File: src/rtl/risc_pkg.sv
// Shared RISC definitions: NOP encoding, opcode field position, default immediate width.
package risc_pkg;
  localparam int unsigned INSTR_W_DEF = 16;
  localparam int unsigned IMM_W_DEF   = 4;
  localparam int unsigned OPC_MSB     = 15;
  localparam int unsigned OPC_LSB     = 12;
  localparam logic [INSTR_W_DEF-1:0] NOP_INSTR = 16'hF000;
endpackage

File: src/rtl/instr_fetch_stage.sv
// Fetch stage: PC, imem req/ack handshake, instruction register.
// Optional ack watchdog enabled by defining FETCH_TIMEOUT_EN.
module instr_fetch_stage
  import risc_pkg::*;
#(
  parameter int unsigned        ADDR_W      = 16,
  parameter int unsigned        INSTR_W     = 16,
  parameter int unsigned        IMM_W       = IMM_W_DEF,
  parameter logic [ADDR_W-1:0]  RESET_PC    = '0,
  parameter int unsigned        TIMEOUT_CYC = 15
) (
  input  logic               clk,
  input  logic               rst_n,
  output logic               imem_req,
  output logic [ADDR_W-1:0]  imem_addr,
  input  logic [INSTR_W-1:0] imem_rdata,
  input  logic               imem_ack,
  input  logic               stall,
  input  logic               branch_taken,
  input  logic [ADDR_W-1:0]  branch_target,
  output logic               instr_valid,
  output logic [INSTR_W-1:0] instr,
  output logic [IMM_W-1:0]   imm_field,
  output logic [ADDR_W-1:0]  pc_out,
  output logic               fetch_err
);

  localparam logic S_FETCH = 1'b0;
  localparam logic S_ISSUE = 1'b1;

  logic               state_q, state_d;
  logic               req_en_q;   // low for the first cycle after reset so a stale ack is ignored
  logic [ADDR_W-1:0]  pc_q, pc_d;
  logic [INSTR_W-1:0] ir_q, ir_d;
  logic [ADDR_W-1:0]  pc_out_q, pc_out_d;
  logic               ack_fire;
  logic               timeout;

  assign ack_fire = imem_req & imem_ack;

`ifdef FETCH_TIMEOUT_EN
  logic [7:0] wdog_q, wdog_d;
  logic       err_q, err_d;

  assign timeout = imem_req & ~imem_ack & (wdog_q == TIMEOUT_CYC[7:0]);

  // Watchdog counts request cycles, restarts on ack or on timeout; error is sticky
  always_comb begin
    wdog_d = wdog_q;
    err_d  = err_q | timeout;
    if (ack_fire || timeout) wdog_d = '0;
    else if (imem_req)       wdog_d = wdog_q + 8'd1;
  end

  // Watchdog registers
  always_ff @(posedge clk or negedge rst_n) begin
    if (!rst_n) begin
      wdog_q <= '0;
      err_q  <= 1'b0;
    end else begin
      wdog_q <= wdog_d;
      err_q  <= err_d;
    end
  end

  assign fetch_err = err_q;
`else
  logic unused_cfg;
  assign unused_cfg = ^TIMEOUT_CYC[7:0];
  assign timeout    = 1'b0;
  assign fetch_err  = 1'b0;
`endif

  // State and datapath registers
  always_ff @(posedge clk or negedge rst_n) begin
    if (!rst_n) begin
      state_q  <= S_FETCH;
      req_en_q <= 1'b0;
      pc_q     <= RESET_PC;
      ir_q     <= '0;
      pc_out_q <= '0;
    end else begin
      state_q  <= state_d;
      req_en_q <= 1'b1;
      pc_q     <= pc_d;
      ir_q     <= ir_d;
      pc_out_q <= pc_out_d;
    end
  end

  // Next state: fetch completes on ack (or timeout), issue leaves when decode accepts
  always_comb begin
    state_d = state_q;
    case (state_q)
      S_FETCH: if (ack_fire || timeout) state_d = S_ISSUE;
      S_ISSUE: if (!stall)              state_d = S_FETCH;
      default:                          state_d = S_FETCH;
    endcase
  end

  // Datapath next values: latch IR on ack, advance PC, apply redirect on issue
  always_comb begin
    pc_d     = pc_q;
    ir_d     = ir_q;
    pc_out_d = pc_out_q;
    if (state_q == S_FETCH) begin
      if (ack_fire || timeout) begin
        ir_d     = ack_fire ? imem_rdata : NOP_INSTR[INSTR_W-1:0];
        pc_out_d = pc_q;
        pc_d     = pc_q + 1'b1;
      end
    end else if (!stall && branch_taken) begin
      pc_d = branch_target;
    end
  end

  // Outputs decoded from state
  always_comb begin
    imem_req    = (state_q == S_FETCH) & req_en_q;
    instr_valid = (state_q == S_ISSUE);
  end

  assign imem_addr = pc_q;
  assign instr     = ir_q;
  assign imm_field = ir_q[IMM_W-1:0];
  assign pc_out    = pc_out_q;

endmodule

File: config.mk
export PLATFORM = sky130hd
export DESIGN_NAME = instr_fetch_stage
export DESIGN_NICKNAME = d
export VERILOG_FILES = /design/src/rtl/risc_pkg.sv /design/src/rtl/instr_fetch_stage.sv
export SDC_FILE = /design/constraint.sdc
export NUM_CORES = 1
export LEC_CHECK = 0
export CORE_AREA = 3 3 98 91
export DETAILED_ROUTE_END_ITERATION = 7
export DIE_AREA = 0 0 101 94
export PLACE_DENSITY_LB_ADDON = 0.12
export RECOVER_POWER = 50
export SYNTH_ARGS = -nofsm -noshare
export SYNTH_HDL_FRONTEND = slang
export SYNTH_SLANG_ARGS = --single-unit
File: constraint.sdc
create_clock -name clk -period 4.21 [get_ports clk]
set_clock_uncertainty 0.1 [all_clocks]
set_input_delay 1.0525 -clock clk [delete_from_list [all_inputs] [get_ports clk]]
set_output_delay 1.0525 -clock clk [all_outputs]
set_load 0.03 [all_outputs]
==> Implementation_results.wiki <==
{| class="wikitable"
! Metric !! Value
|-
| Cell Chain, Critical Path || dlygate4sd3_1 > nand3b_1 > clkbuf_1 > nand2_1 > nand2_1
|-
| Vias/cell || 4.701
|-
| Final net count || 386
|-
| Number of gates resized after cts || 0
|-
| R2R cell count || 5
|-
| Crit Path Class || input pin to flip-flop
|-
| Detailed-routing iteration count for the pre-antenna-repair pass || 5
|-
| Largest stage delay on the critical path || a little under 1 ns
|-
| Number of warnings issued by yosys || 0
|-
| Violated checks || capacitance limit, slew limit
|-
| Count of state elements after synthesis || 50
|-
| Proportion of register bits with asynchronous set or reset after synthesis || 100.0%
|-
| Met2 usage in global routing || approximately a fifth
|-
| Most used DFF post-synth || dfrtp_1
|-
| Count of flip-flops with a built-in enable after synthesis || 0
|-
| Signal arrival time at the worst endpoint || 3.31 ns
|-
| Core ar. || between 7000 and 8000 sq um
|-
| Setup repair bufs after CTS || 0
|-
| Fin crit period || between 3 and 4 ns
|-
| Instance count of the mapped netlist || 267
|-
| Fraction of layout cells with a size suffix above 1 || under 10%
|-
| Overall routed net length || roughly 6600 um
|-
| Max-capacitance violation count || 1
|-
| Actual transition at the worst max-transition pin || approximately 2.0 ns
|-
| Max Fanout on Critical Path || 26
|-
| Std cell rows || 31
|-
| HP Start || instr[14]$_DFFE_PN0P_
|-
| # hold bufs at CTS || 0
|-
| Dpl hpwl || 4657 um
|-
| Dominant cell type by count on the critical path || nand2_1
|-
| Buffer and inverter count on the worst path || 2
|-
| Area added between synthesis and finish || 42.77%
|-
| Non-Filler Instances || 448
|-
| GRT overflow || 0
|-
| H-Tree Level Count || 2
|-
| Maximum buffer depth of the clock tree || 2
|-
| Critical Path Start Type || input pin
|-
| Cell count after placement || 440
|-
| Sink Count || 50
|-
| First-pass GRT wire length || around 11000 um
|-
| Setup repair after global routing missed its margin || false
|-
| Filler cell count || 784
|-
| Max_slew headroom || -33.76%
|-
| Post-route clock period utilization || about 75%
|-
| Total power after layout || ~1.9 mW
|-
| Min-Delay Path Class || flip-flop to flip-flop
|-
| Destination of the worst register-to-register timing path || instr[4]$_DFFE_PN0P_
|-
| Kind of cell adding the most delay to the critical path || buffers and inverters
|-
| Largest net degree at the start of global routing || 37
|-
| Slowest library cell on the worst path || clkbuf_1
|-
| Worst-case hold path end point || instr[14]$_DFFE_PN0P_
|-
| Port Buf Inserts || 90
|-
| Met3 Resource Use GR || 4.009%
|-
| Reg2reg start || instr_valid$_DFF_PN0_
|-
| DIE AREA || 9494 sq um
|-
| Diodes inserted || 0
|-
| Setup violators final || 0
|-
| Busiest metal layer after global routing || met1
|-
| Leakage power summed over all cells || 1.493 nW
|-
| F_max || 316.2 MHz
|-
| TritonCTS clock tree || yes
|-
| Routability congestion estimate from global placement || 0.7226
|-
| Crit path required time || around 4.4 ns
|-
| Share of synthesized area occupied by flip-flops and latches || 52.74%
|-
| Clock-pin slew on the worst setup and hold paths || about 0.10 ns
|-
| Clock Latency Late Sink || 0.30 ns
|-
| Initial DRC count || between 90 and 100
|-
| Setup crit end kind || flip-flop
|-
| Number of antenna violations at the first check in global routing || 0
|-
| Cell area after synthesis || 2372 sq um
|-
| Minimum hold slack || 0.3822 ns
|-
| Residual DRC || 0
|-
| Average cell area after synthesis || 8.885 sq um
|-
| Initial cell density of the core || 29.69%
|-
| Unique cell type count in the Yosys netlist || 44
|-
| Outcome || finished with violations
|-
| Setup slack on the worst flop-to-flop path || 1.57 ns
|-
| Cell area power density || 552.5 nW/um^2
|-
| Worst hold stages || 2
|-
| Via count of the first global-routing pass || 2063
|-
| Final-layout setup total negative slack || 0 ns
|-
| Inserted Clock Buffers || 5
|-
| Global routing usage summed across all routing layers || 14.60%
|-
| Number of primary I/O pins || 92
|-
| Overall via count from detail_route || 2106
|-
| Hold Fails Final Rpt || 0
|-
| Maximum vdd drop || approximately 170 uV
|-
| Met1 capacity usage during global routing || 21.43%
|-
| Wire per inst || between 10 and 15 um
|-
| Final antenna-violating net count || 0
|-
| Die width || 101 um
|-
| Root Buffer || clkbuf_8
|-
| Height of the chip || approximately 94 um
|-
| Number of pins exceeding their max-slew limit in the final report || 37
|-
| Synthesized Nets || 305
|}
## report_power, final
part	switching (mW)	internal [mW]	total [mW]	leakage, nW
registers	0.143	0.606	0.749	0.621
clock network	0.167	0.133	0.300	0.0472
logic	0.477	0.345	0.822	0.826
## cell families (layout without fill, tap and decap cells)
group	Yosys count	in the layout	share of synthesized area, %
AND/OR/NAND/NOR	149	149	28.43
flip-flops	50	50	52.74
AO/OA/AOI/OAI	39	39	10.97
buffers and inverters	22	104	5.327
multiplexers	4	4	1.688
other	2	2	0.3166
adder cells (fa/ha/maj)	1	1	0.5273
## final cells by class
class	instances	area (sq um)	share of cell area [%]
Multi-Input combinational cell	195	992.2	29.29
Sequential cell	50	1251	36.94
Tap cell	99	123.9	3.657
Clock buffer	6	82.58	2.438
Clock inverter	2	12.51	0.3694
Timing Repair Buffer	95	920.9	27.19
Inverter	1	3.754	0.1108
## synthesized netlist by cell type (all sizes together) (2+ instances only)
| cell | instances | share of area, % |
|---|---|---|
| and4 | 3 | 1.1 |
| nor2 | 11 | 1.7 |
| nand3 | 3 | 0.63 |
| nor3 | 9 | 2.4 |
| a211oi | 2 | 0.63 |
| nand4 | 3 | 0.79 |
| conb | 2 | 0.32 |
| clkbuf | 3 | 0.47 |
| buf | 18 | 4.7 |
| nand3b | 5 | 1.6 |
| dfrtp | 50 | 53 |
| nand2 | 103 | 16 |
| a21oi | 8 | 1.7 |
| o21ai | 13 | 2.7 |
| and3 | 2 | 0.53 |
| nor4 | 3 | 1.1 |
| a311oi | 3 | 1.1 |
| mux2i | 4 | 1.7 |
| and3b | 2 | 0.74 |
## worst max path at each step
stage / startpoint / end / slack (ns) / cells past startpoint
2_1_floorplan: instr_valid$_DFF_PN0_ / imem_req / 1.73 / 3
3_3_place_gp: imem_ack / imem_addr[8]$_DFFE_PN0P_ / 1.19 / 5
3_5_place_dp: imem_ack / imem_addr[8]$_DFFE_PN0P_ / 1.15 / 5
4_1_cts: imem_addr[2]$_DFFE_PN0P_ / imem_addr[2] / 1.44 / 1
5_1_grt: rst_n / pc_out[0]$_DFFE_PN0P_ / 0.73 / 2
6_report: imem_ack / instr[4]$_DFFE_PN0P_ / 1.05 / 5
## metrics by stage
step | cell area, sq um | setup slack [ns] | utilization (%)
floorplan | 2372 | 1.735 | -
global placement | 3307 | 1.188 | 41.39
detailed placement | 3307 | 1.148 | 41.39
CTS | 3402 | 1.443 | 42.58
global route | 3387 | 0.7288 | 42.39
finish | 3387 | 1.048 | 42.39
## registers in the layout, summed over array words and instances (netlist names)
signal and flops:
imem_addr 16, instr 16, instr_valid 1, pc_out 16, req_en_q 1
## placed cells by master, fill, tap and decap left out, drive strengths merged, types with 3 or more instances in the layout
cell type and instances:
nor3 9, nand3b 5, dfrtp 50, nand2 103, o21ai 13, a21oi 8
mux2i 4, clkdlybuf4s50 88, nor2 11, a311oi 3, nand3 3, nor4 3
nand4 3, and4 3, clkbuf 10
## per-layer routing
metal	part of all wire [%]	routed length, um
met1	49	3224
met2	43	2840
met3	6.3	415
met4	1.4	89
met5	0	0
## worst min-delay path: cells and delay by family, from the launching register on
family	cells	cell delay, ns
AND/OR/NAND/NOR	2	0.10
flip-flops	1	0.36
No activity file was read; power rests on OpenSTA's default activity.
